`src/rtl/ftw_display_driver_if.sv`:
```
// Load/convert handshake and display outputs of the FTW display driver.
// master = the side issuing loads, slave = the converter.
interface ftw_display_driver_if #(
   parameter int DATA_W     = 32,
   parameter int NUM_DIGITS = 8
);
   logic                    load;
   logic [DATA_W-1:0]       data_in;
   logic                    mode_dec;
   logic                    busy;
   logic                    done;
   logic                    overflow;
   logic [4*NUM_DIGITS-1:0] digits_out;
   logic [7*NUM_DIGITS-1:0] seg_out;

   modport master (output load, data_in, mode_dec,
                   input  busy, done, overflow, digits_out, seg_out);
   modport slave  (input  load, data_in, mode_dec,
                   output busy, done, overflow, digits_out, seg_out);
endinterface

```
`src/rtl/ftw_display_driver.sv`:
```
// Latches a tuning word and renders it as hex or decimal seven-segment digits;
// decimal goes through a one-bit-per-cycle double-dabble engine.
module ftw_display_driver #(
   parameter int DATA_W      = 32,
   parameter int NUM_DIGITS  = 8,
   parameter bit BLANK_ZEROS = 1'b1
) (
   input logic               clk,
   input logic               reset,
   ftw_display_driver_if.slave bus
);
   localparam int BCD_DIGITS = (DATA_W * 3) / 10 + 1;
   localparam int HEX_DIGITS = (DATA_W + 3) / 4;
   localparam int MAX_SRC    = (BCD_DIGITS > HEX_DIGITS) ? BCD_DIGITS : HEX_DIGITS;
   localparam int SRC_DIGITS = (MAX_SRC > NUM_DIGITS) ? MAX_SRC : NUM_DIGITS;
   localparam int CNT_W      = $clog2(DATA_W + 1);

   typedef enum logic [1:0] {IDLE, SHIFT, FINISH} state_t;

   state_t                          state;
   logic [DATA_W-1:0]               word;
   logic                            is_dec;
   logic [4*BCD_DIGITS-1:0]         bcd;
   logic [4*BCD_DIGITS-1:0]         bcd_adj;
   logic [4*BCD_DIGITS+DATA_W-1:0]  shifted;
   logic [CNT_W-1:0]                cnt;
   logic [4*SRC_DIGITS-1:0]         src;
   logic [4*NUM_DIGITS-1:0]         digits_nx;
   logic [7*NUM_DIGITS-1:0]         seg_nx;
   logic                            ovf_nx;
   logic                            lead;

   function automatic logic [6:0] seg7(input logic [3:0] d);
      case (d)
         4'h0: seg7 = 7'b1000000;
         4'h1: seg7 = 7'b1111001;
         4'h2: seg7 = 7'b0100100;
         4'h3: seg7 = 7'b0110000;
         4'h4: seg7 = 7'b0011001;
         4'h5: seg7 = 7'b0010010;
         4'h6: seg7 = 7'b0000010;
         4'h7: seg7 = 7'b1111000;
         4'h8: seg7 = 7'b0000000;
         4'h9: seg7 = 7'b0011000;
         4'hA: seg7 = 7'b0001000;
         4'hB: seg7 = 7'b0000011;
         4'hC: seg7 = 7'b1000110;
         4'hD: seg7 = 7'b0100001;
         4'hE: seg7 = 7'b0000110;
         default: seg7 = 7'b0001110;
      endcase
   endfunction

   always_comb begin
      bcd_adj = bcd;
      for (int j = 0; j < BCD_DIGITS; j++)
         if (bcd[4*j +: 4] >= 4'd5) bcd_adj[4*j +: 4] = bcd[4*j +: 4] + 4'd3;
      shifted = {bcd_adj, word} << 1;
   end

   // Source digits are padded with zeros so hex and BCD share one overflow/blank path.
   always_comb begin
      src = '0;
      if (is_dec) src[4*BCD_DIGITS-1:0] = bcd;
      else        src[DATA_W-1:0]       = word;
      ovf_nx = 1'b0;
      for (int i = NUM_DIGITS; i < SRC_DIGITS; i++)
         if (src[4*i +: 4] != 4'd0) ovf_nx = 1'b1;
      digits_nx = src[4*NUM_DIGITS-1:0];
      lead   = 1'b1;
      seg_nx = '1;
      for (int i = NUM_DIGITS - 1; i >= 0; i--) begin
         if (digits_nx[4*i +: 4] != 4'd0) lead = 1'b0;
         if (BLANK_ZEROS && !ovf_nx && lead && i != 0) seg_nx[7*i +: 7] = 7'h7f;
         else seg_nx[7*i +: 7] = seg7(digits_nx[4*i +: 4]);
      end
   end

   always_ff @(posedge clk or posedge reset) begin
      if (reset) begin
         state          <= IDLE;
         word           <= '0;
         is_dec         <= 1'b0;
         bcd            <= '0;
         cnt            <= '0;
         bus.busy       <= 1'b0;
         bus.done       <= 1'b0;
         bus.overflow   <= 1'b0;
         bus.digits_out <= '0;
         bus.seg_out    <= '1;
      end else begin
         bus.done <= 1'b0;
         case (state)
            IDLE: if (bus.load) begin
               word     <= bus.data_in;
               is_dec   <= bus.mode_dec;
               bus.busy <= 1'b1;
               if (bus.mode_dec) begin
                  bcd   <= '0;
                  cnt   <= CNT_W'(DATA_W);
                  state <= SHIFT;
               end else begin
                  state <= FINISH;
               end
            end
            SHIFT: begin
               {bcd, word} <= shifted;
               cnt         <= cnt - 1'b1;
               if (cnt == CNT_W'(1)) state <= FINISH;
            end
            FINISH: begin
               bus.digits_out <= digits_nx;
               bus.seg_out    <= seg_nx;
               bus.overflow   <= ovf_nx;
               bus.done       <= 1'b1;
               bus.busy       <= 1'b0;
               state          <= IDLE;
            end
            default: state <= IDLE;
         endcase
      end
   end
endmodule

```
`src/flat_wrapper.sv`:
```
// flat-port wrapper written by rule: the top's interface ports become plain ports
module ftw_display_driver_flat 
#(
   parameter int DATA_W      = 32,
   parameter int NUM_DIGITS  = 8,
   parameter bit BLANK_ZEROS = 1'b1
)
  (clk, reset, bus_load, bus_data_in, bus_mode_dec, bus_busy, bus_done, bus_overflow, bus_digits_out, bus_seg_out);
  ftw_display_driver_if #(.DATA_W(DATA_W), .NUM_DIGITS(NUM_DIGITS)) bus_i ();
  input logic clk;
  input logic reset;
  input wire logic [$bits(bus_i.load)-1:0] bus_load;
  input wire logic [$bits(bus_i.data_in)-1:0] bus_data_in;
  input wire logic [$bits(bus_i.mode_dec)-1:0] bus_mode_dec;
  output wire logic [$bits(bus_i.busy)-1:0] bus_busy;
  output wire logic [$bits(bus_i.done)-1:0] bus_done;
  output wire logic [$bits(bus_i.overflow)-1:0] bus_overflow;
  output wire logic [$bits(bus_i.digits_out)-1:0] bus_digits_out;
  output wire logic [$bits(bus_i.seg_out)-1:0] bus_seg_out;
  assign bus_i.load = bus_load;
  assign bus_i.data_in = bus_data_in;
  assign bus_i.mode_dec = bus_mode_dec;
  assign bus_busy = bus_i.busy;
  assign bus_done = bus_i.done;
  assign bus_overflow = bus_i.overflow;
  assign bus_digits_out = bus_i.digits_out;
  assign bus_seg_out = bus_i.seg_out;
  ftw_display_driver #(.DATA_W(DATA_W), .NUM_DIGITS(NUM_DIGITS), .BLANK_ZEROS(BLANK_ZEROS)) u_core (.clk(clk), .reset(reset), .bus(bus_i));
endmodule
```
`config.mk`:
```
export PLATFORM = sky130hd
export DESIGN_NAME = ftw_display_driver_flat
export DESIGN_NICKNAME = d
export VERILOG_FILES = /design/src/rtl/ftw_display_driver_if.sv /design/src/rtl/ftw_display_driver.sv /design/src/flat_wrapper.sv
export SDC_FILE = /design/constraint.sdc
export NUM_CORES = 1
export LEC_CHECK = 0
export CORE_ASPECT_RATIO = 1.5
export CORE_MARGIN = 3
export CORE_UTILIZATION = 33
export CTS_CLUSTER_SIZE = 8
export DETAILED_ROUTE_END_ITERATION = 12
export DONT_BUFFER_PORTS = 1
export GPL_TIMING_DRIVEN = 0
export PLACE_DENSITY = 0.45
export SLEW_MARGIN = 20
export SYNTH_ARGS = -nofsm -noshare
export SYNTH_HDL_FRONTEND = slang
export SYNTH_SLANG_ARGS = --single-unit
```
`constraint.sdc`:
```
create_clock -name clk -period 8.5 [get_ports clk]
set_clock_uncertainty 0.2 [all_clocks]
set_input_delay 2.55 -clock clk [delete_from_list [all_inputs] [get_ports clk]]
set_output_delay 2.55 -clock clk [all_outputs]
set_load 0.02 [all_outputs]
```
# Word level (Yosys, flattened, before mapping)
# Memory sizes are Yosys's and may differ from the RTL's. A register that Yosys moved wholly into a read port is not among the register bits.
# Index checks and enable logic that the tools add are counted.
classes:
  reduce_logical: 25
  n_mux: 43
  n_lt_le_gt_ge: 10
  eq_ne: 6
  add_sub_neg: 11
ops:
  columns: ["cell", "count"]
  rows:
  - ["2-to-1 mux 40 bit", 2]
  - ["one-hot mux 40 bit (2 select lines)", 1]
  - ["2-to-1 mux 32 bit", 2]
  - ["one-hot mux 32 bit (2 select lines)", 1]
  - ["2-to-1 mux 7 bit", 7]
  - [">= comparator 4 x 3 -> 1 bit (second input constant)", 10]
  - ["adder 4 x 2 -> 4 bit (second input constant)", 9]
  - ["2-to-1 mux 4 bit", 9]
  - ["nonzero test 4 bit", 9]
  - ["2-to-1 mux 6 bit", 2]
  - ["one-hot mux 6 bit (2 select lines)", 1]
  - ["2-to-1 mux 1 bit", 11]
  - ["2-to-1 mux 8 bit", 1]
  - ["AND reduction 2 bit", 4]
  - ["logical AND 1 bit", 7]
  - ["equality test 6 x 1 -> 1 bit (second input constant)", 1]
  - ["2-to-1 mux 2 bit", 3]
  - ["subtractor 6 x 1 -> 6 bit (second input constant)", 1]
  - ["inequality test 2 bit (second input constant)", 2]
  - ["one-hot mux 2 bit (2 select lines)", 1]
  - ["nonzero test 2 bit", 2]
  - ["adder 3 x 2 -> 3 bit (second input constant)", 1]
  - ["2-to-1 mux 3 bit", 1]
  - ["AND reduction 3 bit", 1]
  - ["other kinds (6)", 6]
word_totals:
  output_inout_bits: 91
  wordCells: 113
  romBits: 896
  input_bits: 36
  mem_count: 8
  reg_bits: 172
mem_list:
  columns: ["name", "words", "word_bits", "rd", "rd_clocked_by_memory_dff", "wr", "line", "source"]
  rows:
  - ["(no name shown)", 16, 7, 1, 0, 0, "ftw_display_driver.sv:34", "case (d)"]
  - ["(no name shown)", 16, 7, 1, 0, 0, "ftw_display_driver.sv:34", null]
  - ["(no name shown)", 16, 7, 1, 0, 0, "ftw_display_driver.sv:34", null]
  - ["(no name shown)", 16, 7, 1, 0, 0, "ftw_display_driver.sv:34", null]
  - ["(no name shown)", 16, 7, 1, 0, 0, "ftw_display_driver.sv:34", null]
  - ["(no name shown)", 16, 7, 1, 0, 0, "ftw_display_driver.sv:34", null]
  - ["2 more memories", null, null, null, null, null, null, null]

# Depth between registers and ports, before layout
# Gate-level depths: netlist of run 1.
depth:
  depth_word: 11
  ltp_mapped: 11
  ltp_nobuf: 8

# Worst setup path before layout of run 1
# No wires, ideal clock.
synth_timing:
  kind: "input port to flip-flop"
  start: "input bus_load"
  end: "register u_core.word[2]"
  t_required_ps: 8166
  t_arrival_ps: 3564
  slack_ps: 4602
  cell_stages: 6
  n_path_buf: 3
  setup_time_ps: 134
  cell_sequence: "and2_1 -> clkbuf_1 -> buf_2 -> buf_2 -> mux2i_1 -> o21ai_0"
synth_between:
  elab_chain_len: 2
synth_lines:
  columns: ["element", "line", "source"]
  rows:
  - ["start: declaration", "flat_wrapper.sv:12", "input wire logic [$bits(bus_i.load)-1:0] bus_load;"]
  - ["inequality test 2 bit (no source line)", null, null]
  - ["AND reduction 2 bit (no source line)", null, null]
  - ["end signal: assignment", "ftw_display_driver.sv:95", "word <= bus.data_in;"]
  - ["end signal: assignment", "ftw_display_driver.sv:107", "{bcd, word} <= shifted;"]
  - ["end: declaration", "ftw_display_driver.sv:21", "logic [DATA_W-1:0] word;"]
# Every way passes these cells.
# A chain may end at the register's enable or synchronous reset.

# Final worst setup path of run 1
layout_timing:
  start: "register u_core.is_dec"
  end: "register u_core.bus.seg_out[38]"
layout_between:
  elab_chain_len: 7
  elab_cells_between_ends: 16
  classes_between: "8 x mux; 7 x reduce/logical; 1 x memory"
layout_lines:
  columns: ["element", "line", "source"]
  rows:
  - ["start: declaration", "ftw_display_driver.sv:22", "logic is_dec;"]
  - ["start signal: assignment", "ftw_display_driver.sv:96", "is_dec <= bus.mode_dec;"]
  - ["2-to-1 mux 32 bit or 2-to-1 mux 8 bit (tied branches)", "ftw_display_driver.sv:64", "if (is_dec) src[4*BCD_DIGITS-1:0] = bcd;"]
  - ["nonzero test 4 bit (on tied branches)", "ftw_display_driver.sv:73, ftw_display_driver.sv:68", null]
  - ["2-to-1 mux 1 bit (on tied branches) (2 in a row)", "ftw_display_driver.sv:73, ftw_display_driver.sv:68", null]
  - ["2-to-1 mux 1 bit or zero test 1 bit (tied branches)", "ftw_display_driver.sv:73, ftw_display_driver.sv:74", null]
  - ["logical AND 1 bit", "ftw_display_driver.sv:74", "if (BLANK_ZEROS && !ovf_nx && lead && i != 0) seg_nx[7*i +: 7] = 7'h7f;"]
  - ["2-to-1 mux 7 bit *", "ftw_display_driver.sv:74", null]
  - ["end signal: assignment", "ftw_display_driver.sv:113", "bus.seg_out <= seg_nx;"]
  - ["end: declaration", "ftw_display_driver_if.sv:19", "output busy, done, overflow, digits_out, seg_out);"]
# Mark *: on every way between the ends. The rest lies on a longest branch, timed or not.

==> results_dict.tcl, run 1 <==
set metrics [dict create \
    fin_crit_sh_pct 48.62 \
    placementRows 76 \
    vias 7805 \
    r2r_setup_slack_ps 4370 \
    synth_top_cell_area_share_pct 29.60 \
    hold_buffers 0 \
    drt_iter0_markers 460 \
    dr.pass1.iters 5 \
    yosysSeqAreaShare_pct 44.61 \
    dieArea_um2 31860 \
    hold_viol_final 0 \
    grt_use_total_pct 19.76 \
    synth-edff-count 0 \
    yosys_most_used_dff "dfrtp_1" \
    grt_pass1_wl_um 47890 \
    irDropWorstVdd_v 0.0001797 \
    r2r-end "u_core.bus.seg_out[38]" \
    max_freq_mhz 242.0 \
    ys_warn_count 0 \
    yosysTopAreaCell "dfrtp_1" \
    nNetsFinal 1138 \
    cts_tree "yes" \
    setup_viol 0 \
    synthDistinctLibCells 63 \
    ios 127 \
    vias_per_cell 5.383 \
    place_worst_setup_slack_ps 4185 \
    ctsLongestPathBuffers 2 \
    utilization_pct 37.55 \
    outcome "finished, final reports clean" \
    cts_sinks 172 \
    reg2reg_depth 10 \
    io_buffers 0 \
    dp_hpwl_um 23640 \
    drive_gt1_share_pct 11.71 \
    drt-total-wl_um 31320 \
    final.setup.worst_slack_ps 4367 \
    slew_headroom_pct 27.62 \
    layout_commonest_cell "nand2_1" \
    htree_num_levels 4 \
    ys_seq_elements 172 \
    synth_nets 1118 \
    stdcell_area_um2 10890 \
    cts_resized 0 \
    antenna_found_initial 1 \
    insertion_delay_ps 460 \
    start_kind "flop" \
    whs_path_depth 2 \
    layout_common_cells "nand2_1, o21ai_0, dfrtp_1, nor2_1, mux2i_1" \
    initial_utilization_pct 33.81 \
    gp_congestion 0.8479 \
    place_area_um2 10330 \
    grt_pass1_vias 7940 \
    reg2reg_from "u_core.is_dec" \
    p_leak_nw 4.506 \
    rsz0062_at_grt "false" \
    die_h_um 217.1 \
    max_slew.worst_pin.slew_ps 1086 \
    min_to "u_core.bus.seg_out[49]" \
    required_ps 8680 \
    async_reset_ff_share_pct 100.0 \
    areaGrowthSynthToFinish_pct 11.06 \
    synth_area_leaders "dfrtp_1, dfstp_2, ha_1, mux2i_1, o21ai_0" \
    drc_errors 0 \
    drv_slew 0 \
    cp_max_fo 10 \
    antenna_left 0 \
    maxCapViolCount 0 \
    cp-end-kind "flop" \
    worst-endpoint-arrival_ps 4310 \
    min_period_ps 4133 \
    overflow 0 \
    crit_type "flop to flop" \
    clockRootBuffer "clkbuf_16" \
    cts_made_buffers 17 \
    postCtsSetupBuffers 0 \
    grt_max_degree 102 \
    min_from "u_core.bus.seg_out[49]" \
    netlist_area_um2 9806 \
    powerDensity_nw_per_um2 471.0 \
    wl_per_cell_um 21.60 \
    synth_cells 1026 \
    clk_pin_slew_worst_paths_ps 70 \
    avgSynthCellArea_um2 9.557 \
    hold_path_class "flop to flop" \
    die_w_um 146.7 \
    core_um2 29000 \
]
## per-layer routing
layer | share of wire [%] | track usage [%]
met4 | 1.5 | 6.152
met3 | 4.9 | 4.728
met1 | 40 | 22.74
met5 | 0 | 0
met2 | 54 | 36.02
## stage by stage
step           power, mW  setup TNS (ps)  instances  hold WS, ps
5_1_grt            5.548               0       1450        337.0
3_5_place_dp       4.391               0       1417        303.7
6_report           5.130               0       1450        311.5
2_1_floorplan      3.602               0       1026        270.0
3_3_place_gp       4.367         -132620       1416        302.6
4_1_cts            5.178               0       1449        313.2
## synthesized netlist by cell type (all sizes together) (21+ instances only)
cell type    n
o21ai      120
dfrtp      116
nor2        68
o22ai       22
inv         50
a31oi       25
nand2      134
nor3        21
clkbuf      42
dfstp       56
a21oi       52
ha          56
mux2i       69
## registers in the layout, summed over array words and instances (netlist names)
register               cells
u_core.state               2
u_core.bus.seg_out        56
u_core.bus.done            1
u_core.bus.digits_out     32
u_core.is_dec              1
u_core.bus.overflow        1
u_core.cnt                 6
u_core.bcd                40
u_core.word               32
u_core.bus.busy            1
## logic make-up (layout without fill, tap and decap cells)
kind of cell             after synthesis  after routing  share of synthesized area [%]
AND/OR/NAND/NOR                      275            275                          12.85
flip-flops                           172            172                          44.61
multiplexers                          80             80                          8.715
buffers and inverters                105            138                          4.415
AO/OA/AOI/OAI                        319            319                          20.57
adder cells (fa/ha/maj)               56             56                          7.146
XOR/XNOR                              19             19                          1.697
other                                  0              1                              0
## layout make-up
class | count | area (um2)
well taps | 390 | 488.0
repair buffers | 1 | 27.53
plain buffers | 55 | 245.2
inverters | 50 | 195.2
multi-input cells | 749 | 4999
clock inverters | 12 | 122.6
fillers | 3018 | 18110
diodes | 1 | 2.502
clock buffers | 20 | 436.7
flip-flops and latches | 172 | 4374
## report_power, final
part	leakage (nW)	total [mW]	internal (mW)	switching, mW
combinational	2.14	2.44	0.913	1.52
clock	0.275	0.774	0.430	0.344
sequential	2.10	1.92	1.29	0.633
total	4.51	5.13	2.63	2.50
## critical path, stage by stage (launching register included)
cell and delay [ps]:
dfrtp_1 430, buf_6 200, buf_6 190, buf_2 350
mux2i_1 570, ha_1 350, nor4bb_1 430, o22ai_1 170
nor3_1 700, a2111oi_0 300, nor2_1 150
## worst max path at each step
stage | startpoint | to | slack, ps | depth (start not counted)
global placement | reset | u_core.word[13] | -1170 | 1
detailed placement | bus_load | u_core.bcd[15] | 4190 | 5
floorplan | reset | u_core.bcd[0] | 1180 | 1
finish | u_core.is_dec | u_core.bus.seg_out[38] | 4370 | 10
CTS | u_core.is_dec | u_core.bus.seg_out[38] | 4370 | 10
global route | u_core.is_dec | u_core.bus.seg_out[38] | 4170 | 10
Power figures use the tool's default switching activity.
==> inputs of run 2 (changes only) <==
==> constraint.sdc (replaced) <==
create_clock -name clk -period 4 [get_ports clk]
set_clock_uncertainty 0.2 [all_clocks]
set_input_delay 1.2 -clock clk [delete_from_list [all_inputs] [get_ports clk]]
set_output_delay 1.2 -clock clk [all_outputs]
set_load 0.02 [all_outputs]
==> results_dict.tcl, run 2 (synthesized netlist as in run 1, its figures left out) <==
set metrics [dict create \
    outcome "finished, final reports clean" \
    switching_power_mw 5.332 \
    nNetsFinal 1144 \
    reg2reg_from "u_core.is_dec" \
    maxCapViolCount 0 \
    clockRootBuffer "clkbuf_16" \
    antenna_found_initial 0 \
    irDropWorstVdd_v 0.0003237 \
    cp_max_fo 10 \
    drt-total-wl_um 31400 \
    initial_utilization_pct 33.81 \
    ios 127 \
    min_period_ps 3711 \
    setup_viol 0 \
    layout_common_cells "nand2_1, o21ai_0, dfrtp_1, nor2_1, mux2i_1" \
    start_kind "flop" \
    place_worst_setup_slack_ps -167.2 \
    grt_max_degree 32 \
    p_comb_share_pct 47.5 \
    dp.cells 1422 \
    hold_buffers 0 \
    grt_pass1_wl_um 49050 \
    drive_gt1_share_pct 12.68 \
    die_w_um 146.7 \
    largest_register_ffs 56 \
    cp_top_family "buffers and inverters" \
    overflow 0 \
    placementRows 76 \
    dp_hpwl_um 24270 \
    grt_pass1_vias 8214 \
    wl_per_cell_um 21.58 \
    antenna_left 0 \
    layout_commonest_cell "nand2_1" \
    dieArea_um2 31860 \
    worst-endpoint-arrival_ps 3890 \
    power.share.clock_pct 15.5 \
    min_from "u_core.cnt[5]" \
    cp-end-kind "flop" \
    rsz0062_at_grt "false" \
    dr.pass1.iters 4 \
    stdcell_area_um2 11060 \
    io_buffers 0 \
    cts_sinks 172 \
    slew_headroom_pct 18.07 \
    hold_path_class "flop to flop" \
    vias_per_cell 5.392 \
    fin_crit_sh_pct 92.78 \
    drv_slew 0 \
    slowest_delay_ps 660 \
    cts_tree "yes" \
    insertion_delay_ps 450 \
    p_int_mw 5.685 \
    crit_type "flop to flop" \
    startpoint "u_core.is_dec" \
    largest_register "u_core.bus.seg_out" \
    crit_top_cell "buf_6" \
    reg.largest.list "u_core.bus.seg_out: 56 flops, u_core.bcd: 40 flops" \
    totalPowerFinal_mw 11.02 \
    max_freq_mhz 269.4 \
    final.setup.worst_slack_ps 288.6 \
    cp_num_buf_inv 4 \
    hold_slack_ps 311.8 \
    die_h_um 217.1 \
    cts_made_buffers 17 \
    place_area_um2 10420 \
    cpMaxStageDelayCell "mux2i_1" \
    htree_num_levels 4 \
    vias 7845 \
    seq_power_share_pct 37.0 \
    drt_iter0_markers 340 \
    diodes 0 \
    grt_use_total_pct 20.15 \
    required_ps 4180 \
    areaGrowthSynthToFinish_pct 12.75 \
    crit_chain "buf_6 -> buf_6 -> buf_2 -> mux2i_1 -> ha_1 -> o2111ai_2 -> nor4_4 -> buf_12 -> nand4_4 -> a31oi_1" \
    powerDensity_nw_per_um2 996.5 \
    max_slew.worst_pin.slew_ps 1229 \
    switching_share_pct 48.40 \
    p_leak_nw 4.565 \
    ctsLongestPathBuffers 2 \
    core_um2 29000 \
    clk_pin_slew_worst_paths_ps 60 \
    gp_congestion 0.8466 \
    final_cells 1455 \
    drc_errors 0 \
    hold_viol_final 0 \
]
-- run 2: path summary, 6_finish.rpt --
path / endpoint / slack [ps] / depth (start not counted)
worst min-delay path: u_core.cnt[5] / 310 / 2
worst max register to register: u_core.bus.seg_out[8] / 290 / 10
worst min register to register: u_core.cnt[5] / 310 / 2
max in group asynchronous: u_core.bus.seg_out[17] / 2050 / 5
min in group asynchronous: u_core.word[26] / 390 / 1
worst max-delay path: u_core.bus.seg_out[8] / 290 / 10
-- run 2: per-layer routing --
metal,global-route usage [%],share of wire (%),up-vias
li1,-,-,3764
met1,23.53,41,3913
met2,36.21,53,136
met3,4.687,4.5,32
met4,6.748,2.1,0
met5,0,0,-
-- run 2: power groups by stage --
stage,logic (mW),registers (mW),clock network [mW]
2_1_floorplan,3.88,3.77,0
3_3_place_gp,5.16,4.12,0
3_5_place_dp,5.21,4.13,0
4_1_cts,5.25,4.10,1.76
5_1_grt,5.89,4.20,1.83
6_report,5.23,4.08,1.71
-- run 2: final cells by class --
type                       instances  area [um2]
inverter                          50       191.4
multi-input combinational        749        5024
buffer                            55       245.2
clock buffer                      20       446.7
sequential                       172        4374
fill                            3013       17950
tap                              390       488.0
clock inverter                    12       146.4
timing repair buffer               7       140.1
-- run 2: what timing repair did --
item | 4_1_cts | 5_1_grt
buffers inserted | 0 | 1
endpoints found under the setup margin | 28 | 27
pin swaps | 0 | 1
gates resized for setup | 2 | 3
-- run 2: worst register-to-register path: stages (launching register included) --
cell and delay (ps):
dfrtp_1 450, buf_6 210, buf_6 200, buf_2 370, mux2i_1 670, ha_1 410
o2111ai_2 230, nor4_4 360, buf_12 170, nand4_4 160, a31oi_1 210
-- run 2: stage by stage --
step / utilization [%] / TNS, ps
floorplan: - / 0
global placement: 35.50 / -84410
detailed placement: 35.92 / -1720
CTS: 37.99 / 0
global route: 38.12 / 0
finish: 38.12 / 0
==> inputs of run 3 (changes only) <==
==> constraint.sdc (replaced) <==
create_clock -name clk -period 4 [get_ports clk]
set_clock_uncertainty 0.2 [all_clocks]
set_input_delay 1.2 -clock clk [delete_from_list [all_inputs] [get_ports clk]]
set_output_delay 1.2 -clock clk [all_outputs]
set_load 0.01 [all_outputs]
==> results of run 3 <==
Same layout as run 2 (identical final DEF). Status: finished, final reports clean.
Among the figures that moved: clock-pin slew on the worst setup and hold paths 60 ps -> 70 ps; hold slack 311.8 ps -> 285.2 ps; end point of the worst hold path u_core.cnt[5] -> u_core.bus.seg_out[36]; total power 11.02 mW -> 10.68 mW; worst IR drop on VDD 0.0003237 V -> 0.0003231 V
